==> src/rtl/phase_accu_pipe.sv <==
// Purpose : DDS phase calculator, phase = acc + ((time-offset)*freq >> FRAC_SHIFT) + (phase_ofs << (OUT_W-PHASE_W)) mod 2^OUT_W.
// Latency : fixed 5 cycles from in_valid to out_valid, one sample per cycle.
// Backpressure: none; bubbles travel down the pipe as out_valid=0.
//
// Ports:
//   clk, resetn              clock, asynchronous active-low reset
//   in_valid                 sample strobe qualifying every in_* field
//   in_time, in_offset       timestamp and time offset (TIME_W)
//   in_freq                  frequency tuning word (FREQ_W)
//   in_phase                 static phase offset, aligned to the output MSB (PHASE_W)
//   in_acc, in_acc_sel       external accumulator, or internal acc_reg when in_acc_sel=1
//   in_latch                 store this sample's result into acc_reg when it exits
//   acc_clr                  synchronous clear of acc_reg, wins over a latch commit
//   out_valid, out_phase     result strobe and phase (phase holds while out_valid=0)
//   acc_reg_o                current internal accumulated phase
module phase_accu_pipe #(
   parameter int TIME_W     = 48,
   parameter int FREQ_W     = 48,
   parameter int PHASE_W    = 14,
   parameter int OUT_W      = 48,
   parameter int FRAC_SHIFT = 4
) (
   input  logic                clk,
   input  logic                resetn,
   input  logic                in_valid,
   input  logic [TIME_W-1:0]   in_time,
   input  logic [TIME_W-1:0]   in_offset,
   input  logic [FREQ_W-1:0]   in_freq,
   input  logic [PHASE_W-1:0]  in_phase,
   input  logic [OUT_W-1:0]    in_acc,
   input  logic                in_acc_sel,
   input  logic                in_latch,
   input  logic                acc_clr,
   output logic                out_valid,
   output logic [OUT_W-1:0]    out_phase,
   output logic [OUT_W-1:0]    acc_reg_o
);

   // The difference is cut into 16-bit chunks; each chunk times the full
   // frequency word is one partial product.
   localparam int NCH = (TIME_W + 15) / 16;
   localparam int DPW = NCH * 16;
   localparam int PPW = 16 + FREQ_W;
   // Only product bits up to FRAC_SHIFT+OUT_W-1 can reach the output.
   localparam int PSW = FRAC_SHIFT + OUT_W;

   logic [OUT_W-1:0]   acc_reg;
   logic               s1_vld, s2_vld, s3_vld, s4_vld;
   logic               out_latch;

   logic [TIME_W-1:0]  s1_diff;
   logic [FREQ_W-1:0]  s1_freq;
   logic [OUT_W-1:0]   s1_base, s2_base, s3_base;
   logic               s1_lat, s2_lat, s3_lat, s4_lat;
   logic [PPW-1:0]     s2_pp [NCH];
   logic [OUT_W-1:0]   s3_term;
   logic [OUT_W-1:0]   s4_sum;

   logic [OUT_W-1:0]   accv;
   logic [OUT_W-1:0]   pofs;
   logic [DPW-1:0]     diff_pad;
   logic [PSW-1:0]     prod_sum;
   logic [OUT_W-1:0]   term;

   // Accumulator operand is resolved at entry and carried with the sample,
   // so later acc_reg updates never reach samples already in flight.
   assign accv     = in_acc_sel ? acc_reg : in_acc;
   assign pofs     = OUT_W'(in_phase) << (OUT_W - PHASE_W);
   assign diff_pad = DPW'(s1_diff);

   // Recombine partial products; bits at or above PSW fall off, which is
   // exactly the modulo behaviour wanted at the output.
   always_comb begin
      prod_sum = '0;
      for (int i = 0; i < NCH; i++) begin
         prod_sum = prod_sum + (PSW'(s2_pp[i]) << (16 * i));
      end
      term = OUT_W'(prod_sum >> FRAC_SHIFT);
   end

   // Valid chain, output and accumulator state: the only reset flops.
   always_ff @(posedge clk or negedge resetn) begin
      if (!resetn) begin
         s1_vld    <= 1'b0;
         s2_vld    <= 1'b0;
         s3_vld    <= 1'b0;
         s4_vld    <= 1'b0;
         out_valid <= 1'b0;
         out_latch <= 1'b0;
         out_phase <= '0;
         acc_reg   <= '0;
      end else begin
         s1_vld    <= in_valid;
         s2_vld    <= s1_vld;
         s3_vld    <= s2_vld;
         s4_vld    <= s3_vld;
         out_valid <= s4_vld;
         out_latch <= s4_vld & s4_lat;
         if (s4_vld) begin
            out_phase <= s4_sum;
         end
         // Commit happens in the exit cycle, so the new value is seen from
         // the following cycle; a clear in the same cycle takes priority.
         if (acc_clr) begin
            acc_reg <= '0;
         end else if (out_valid && out_latch) begin
            acc_reg <= out_phase;
         end
      end
   end

   // Data path: no reset, each stage loads only under its valid.
   always_ff @(posedge clk) begin
      if (in_valid) begin
         s1_diff <= in_time - in_offset;
         s1_freq <= in_freq;
         s1_base <= accv + pofs;
         s1_lat  <= in_latch;
      end
      if (s1_vld) begin
         for (int i = 0; i < NCH; i++) begin
            s2_pp[i] <= PPW'(diff_pad[16*i +: 16]) * PPW'(s1_freq);
         end
         s2_base <= s1_base;
         s2_lat  <= s1_lat;
      end
      if (s2_vld) begin
         s3_term <= term;
         s3_base <= s2_base;
         s3_lat  <= s2_lat;
      end
      if (s3_vld) begin
         s4_sum <= s3_base + s3_term;
         s4_lat <= s3_lat;
      end
   end

   assign acc_reg_o = acc_reg;

endmodule
==> config.mk <==
export PLATFORM = sky130hd
export DESIGN_NAME = phase_accu_pipe
export DESIGN_NICKNAME = d
export VERILOG_FILES = /design/src/rtl/phase_accu_pipe.sv
export SDC_FILE = /design/constraint.sdc
export NUM_CORES = 2
export LEC_CHECK = 0
export CAP_MARGIN = 20
export CORE_UTILIZATION = 45
export CTS_CLUSTER_SIZE = 14
export DETAILED_ROUTE_END_ITERATION = 10
export SLEW_MARGIN = 20
export SYNTH_ARGS = -nofsm -noshare
export SYNTH_HDL_FRONTEND = slang
export SYNTH_SLANG_ARGS = --single-unit
export TNS_END_PERCENT = 30
==> constraint.sdc <==
create_clock -name clk -period 6.86 [get_ports clk]
set_clock_uncertainty 0.05 [all_clocks]
set_input_delay 1.029 -clock clk [delete_from_list [all_inputs] [get_ports clk]]
set_output_delay 1.029 -clock clk [all_outputs]
set_load 0.02 [all_outputs]
# Yosys cells after proc, flatten, opt, wreduce, memory -nomap -nowiden
# Memories as Yosys holds them, arrays and structs flattened.
# Index checks and enable logic that the tools add are counted.
dict set report totals {
  register_bits 442
  ramBits 192
  input_bits 212
  output_inout_bits 97
  wordCells 36
  n_memories 1
}
# memory depth word_bits read_ports rd_clocked_by_memory_dff wr line
set mem_list {}
lappend mem_list {s2_pp 3 64 3 0 3 55} ;# logic [PPW-1:0] s2_pp [NCH];
dict set report op_classes {
  n_bitwise 1
  reduce_logical 2
  addsub 5
  multipliers 3
  mux 5
}
# cell n
set op_table {}
lappend op_table {{$mul A16 B48 Y64} 3}
lappend op_table {{$mux W48} 3}
lappend op_table {{$add A52 B52 Y52} 2}
lappend op_table {{$add A48 B48 Y48} 2}
lappend op_table {{$sub A48 B48 Y48} 1}
lappend op_table {{$mux W1} 2}
lappend op_table {{$reduce_bool A2 Y1} 1}
lappend op_table {{$and A1 B1 Y1} 1}
lappend op_table {{$logic_and A1 B1 Y1} 1}

# Depth between registers and ports, before layout
dict set report logic_depth {
  ltp_word 3
  ltp_mapped 26
  ltp_nobuf 24
}

# Least setup slack after synthesis
# No wires, ideal clock.
dict set report synth_path {
  path_kind {flip-flop to flip-flop}
  startpoint {reg s1_diff[1] (netlist: diff_pad[1])}
  endpoint {mem s2_pp[0][49] in the netlist's numbering, data pin}
  setup_time_ns 0.260
  arrival_ns 6.278
  synth_period_minus_slack_ns 6.588
  required_time_ns 6.550
  path_buffers 2
  stages_incl_launch_ff 24
  setup_slack_ns 0.272
  path_cell_list {edfxtp_1 clkbuf_1 clkbuf_1 nand2_1 fa_1 fa_1 fa_1 inv_1 fa_1 fa_1 inv_1 fa_1 inv_1 ha_1 a21oi_2 o21ai_1 a221o_1 a21oi_1 o2111ai_1 a221oi_2 a21oi_2 o221a_4 a311oi_2 xnor2_1}
}
# item line
set synth_rtl {}
lappend synth_rtl {{start, declared} 51} ;# logic [TIME_W-1:0] s1_diff;
lappend synth_rtl {{start signal, assigned} 115} ;# s1_diff <= in_time - in_offset;
lappend synth_rtl {{end, declared} 55}

==> results.yml <==
run_status:
  failed_checks: "design-rule violations"
  outcome: "finished, violations left"
clock_network:
  root_buffer: "clkbuf_16"
  clk_latency_ns: 0.68
  clkSlewWorstSetupHoldPaths_ns: 0.06
  h-tree-depth: 3
  cts_tree: "yes"
  cts_max_path_buffers: 3
  numCtsBuffers: 67
  cts_sinks: 546
place:
  gp_congestion: 0.9377
  port_buffers: 308
  dpl.hpwl_um: 144500
  dpl-instance-area_um2: 72100
  place_inst: 8672
critical_path:
  critPathCaptureType: "flip-flop"
  timing.rr.end: "s2_pp[0][49]$_DFFE_PP_"
  critical_path_class: "reg -> reg"
  r2r_slack_ns: 0.11
  cp.arrival_ns: 7.11
  cp_max_fo: 9
  critPathLaunchType: "flip-flop"
  cp.required_ns: 7.22
  r2r_start: "diff_pad[4]$_DFFE_PP_"
  worstRegToRegCells: 25
floorplanning:
  design.die.area_um2: 146500
  ios: 309
  die_h_um: 382.8
  start_util_pct: 45.42
  die_w_um: 382.8
  fp-row-count: 139
  core_um2: 143700
global_route:
  first_global_vias: 49040
  antenna_found_initial: 1
  grt_overflow: 0
  grt_pass1_wl_um: 281800
  grt.total_usage_pct: 25.00
  grt_max_degree: 76
sta:
  fmax_mhz: 148.2
  period_minus_slack_ns: 6.750
  rsz0062_at_grt: "true"
  slew_headroom_pct: 31.18
  post-route-period-util_pct: 98.39
  setup_viol: 0
  final_hold_viol_count: 0
  worst_pin_slew_ns: 1.032
  slew_violations: 0
  fin_tns_setup_ns: 0
job:
  drv_cap: 0
synth:
  synth.avg_cell_area_um2: 10.08
  synth-seq-cells: 546
  synthFlopType: "edfxtp_1"
  async_flop_share_pct: 18.68
  synth.most_common_cell: "inv_1"
  ys_warn_count: 0
  synth_edf_count: 444
  yosysTopAreaCellShare_pct: 33.69
  ys_seq_area_share_pct: 24.35
  synthCells: 6473
  yosysTopAreaCell: "fa_1"
  synth_cell_types: 75
  synth_area_um2: 65250
  synth_common_cells: "inv_1, fa_1, nand2_1"
  syn_nets: 8148
  synthTopCellsByArea: "fa_1, edfxtp_1, inv_1"
finish:
  antennaDiodeCount: 0
  area_growth_pct: 15.27
  stdcell_area_um2: 75210
  drive_gt1_share_pct: 8.826
  fin_cells: 8826
  fin_nets: 8544
detailed_routing:
  drc: 74
  route.vias.total: 46130
  drt_iter0_markers: 2681
  wl_um: 180000
  drtPass1Iterations: 9
  wl_per_cell_um: 20.39
  viasPerCell: 5.227
  ant_nets: 0
hold_path:
  hp-class: "in -> async"
[stage by stage]
stage	setup WS (ns)	hold slack (ns)	utilization, %
after floorplan	0.2721	0.3503	-
after global placement	0.01962	0.3510	50.19
after detailed placement	-0.09078	0.3545	50.19
after CTS	0.01151	0.2415	51.84
after global routing	-0.08752	0.2957	52.35
final	0.1104	0.2737	52.35
[cell usage in the layout (no fill, tap or decap), types with 22 or more instances in the layout]
master	n
a21o_1	121
a21oi_1	163
a22o_1	50
and2_1	513
and3_1	30
buf_12	30
buf_4	267
clkbuf_16	69
clkdlybuf4s50_1	305
dfrtp_1	98
edfxtp_1	444
fa_1	1079
ha_1	347
inv_1	1278
mux2_2	94
nand2_1	946
nand2b_1	28
nand3_1	37
nand4_1	22
nor2_1	118
nor2b_1	32
nor3_1	47
o21a_1	49
o21ai_0	88
o21bai_1	32
xnor2_1	206
xor2_1	75
[worst max-delay path, stage by stage, from the launching register on]
cell	delay [ns]
edfxtp_1	0.38
buf_6	0.16
buf_6	0.15
and2_1	0.18
fa_1	0.53
inv_1	0.05
fa_1	0.45
fa_1	0.50
inv_1	0.06
fa_1	0.50
fa_1	0.51
inv_1	0.06
fa_1	0.50
inv_1	0.05
ha_1	0.28
a21o_1	0.16
a21o_1	0.18
a21oi_2	0.18
a2bb2oi_2	0.24
o2111ai_2	0.16
a221oi_2	0.28
buf_4	0.18
a21oi_2	0.10
o221a_4	0.28
a311oi_2	0.28
xnor2_1	0.08
[final cells by class]
class,instances,area (um2)
Fill cell,12980,68450
Multi-Input combinational cell,4352,43860
Sequential cell,546,15900
Timing Repair Buffer,624,5931
Inverter,1278,4797
Tap cell,1903,2381
Clock buffer,82,1763
Clock inverter,41,576.8
[sequential cells by signal, summed over array words and instances (netlist names)]
name / flops
out_latch: 1
acc_reg_o: 48
s1_vld: 1
s3_base: 48
s4_lat: 1
s3_vld: 1
out_phase: 48
s2_base: 48
s1_freq: 48
s2_lat: 1
s1_base: 48
s4_sum: 48
s2_pp: 104
s1_lat: 1
s3_term: 48
s3_lat: 1
diff_pad: 48
out_valid: 1
s4_vld: 1
s2_vld: 1
[per-layer routing]
layer	GRT usage, %	up-vias	routed length, um
met5	0	-	0
met4	8.711	0	6444
met3	3.946	266	11940
met2	39.78	1506	82020
met1	34.72	23500	79560
li1	-	20860	-
[how the worst max path moves through the flow]
stage,start,to,slack [ns],cells after the start
after floorplan,diff_pad[1]$_DFFE_PP_,s2_pp[0][49]$_DFFE_PP_,0.27,23
after global routing,diff_pad[1]$_DFFE_PP_,s2_pp[0][47]$_DFFE_PP_,-0.09,26
after detailed placement,diff_pad[1]$_DFFE_PP_,s2_pp[0][50]$_DFFE_PP_,-0.09,22
after global placement,diff_pad[1]$_DFFE_PP_,s2_pp[0][50]$_DFFE_PP_,0.02,22
final,diff_pad[4]$_DFFE_PP_,s2_pp[0][49]$_DFFE_PP_,0.11,25
after CTS,diff_pad[13]$_DFFE_PP_,s2_pp[0][50]$_DFFE_PP_,0.01,22
[repair_timing]
item / in CTS / in global routing
cloned: 0 / 3
setup buffers: 3 / 25
endpoints found under the hold margin: 0 / 0
endpoints found under the setup margin: 7 / 25
pin swaps: 0 / 28
hold buffers: 0 / 0
gates resized for setup: 0 / 102
[cell families (layout without fill, tap and decap cells)]
group                    after synthesis  in the layout  synth area share, %
buffers and inverters               1575           2025                9.061
AO/OA/AOI/OAI                        682            682                7.103
flip-flops                           546            546                24.35
XOR/XNOR                             281            281                3.772
multiplexers                         100            100                1.714
adder cells (fa/ha/maj)             1463           1463                40.69
AND/OR/NAND/NOR                     1826           1826                13.31
Power is left out: the tool's default activity adds up to more than one toggle a clock period on the data nets, which glitch-free logic cannot reach.
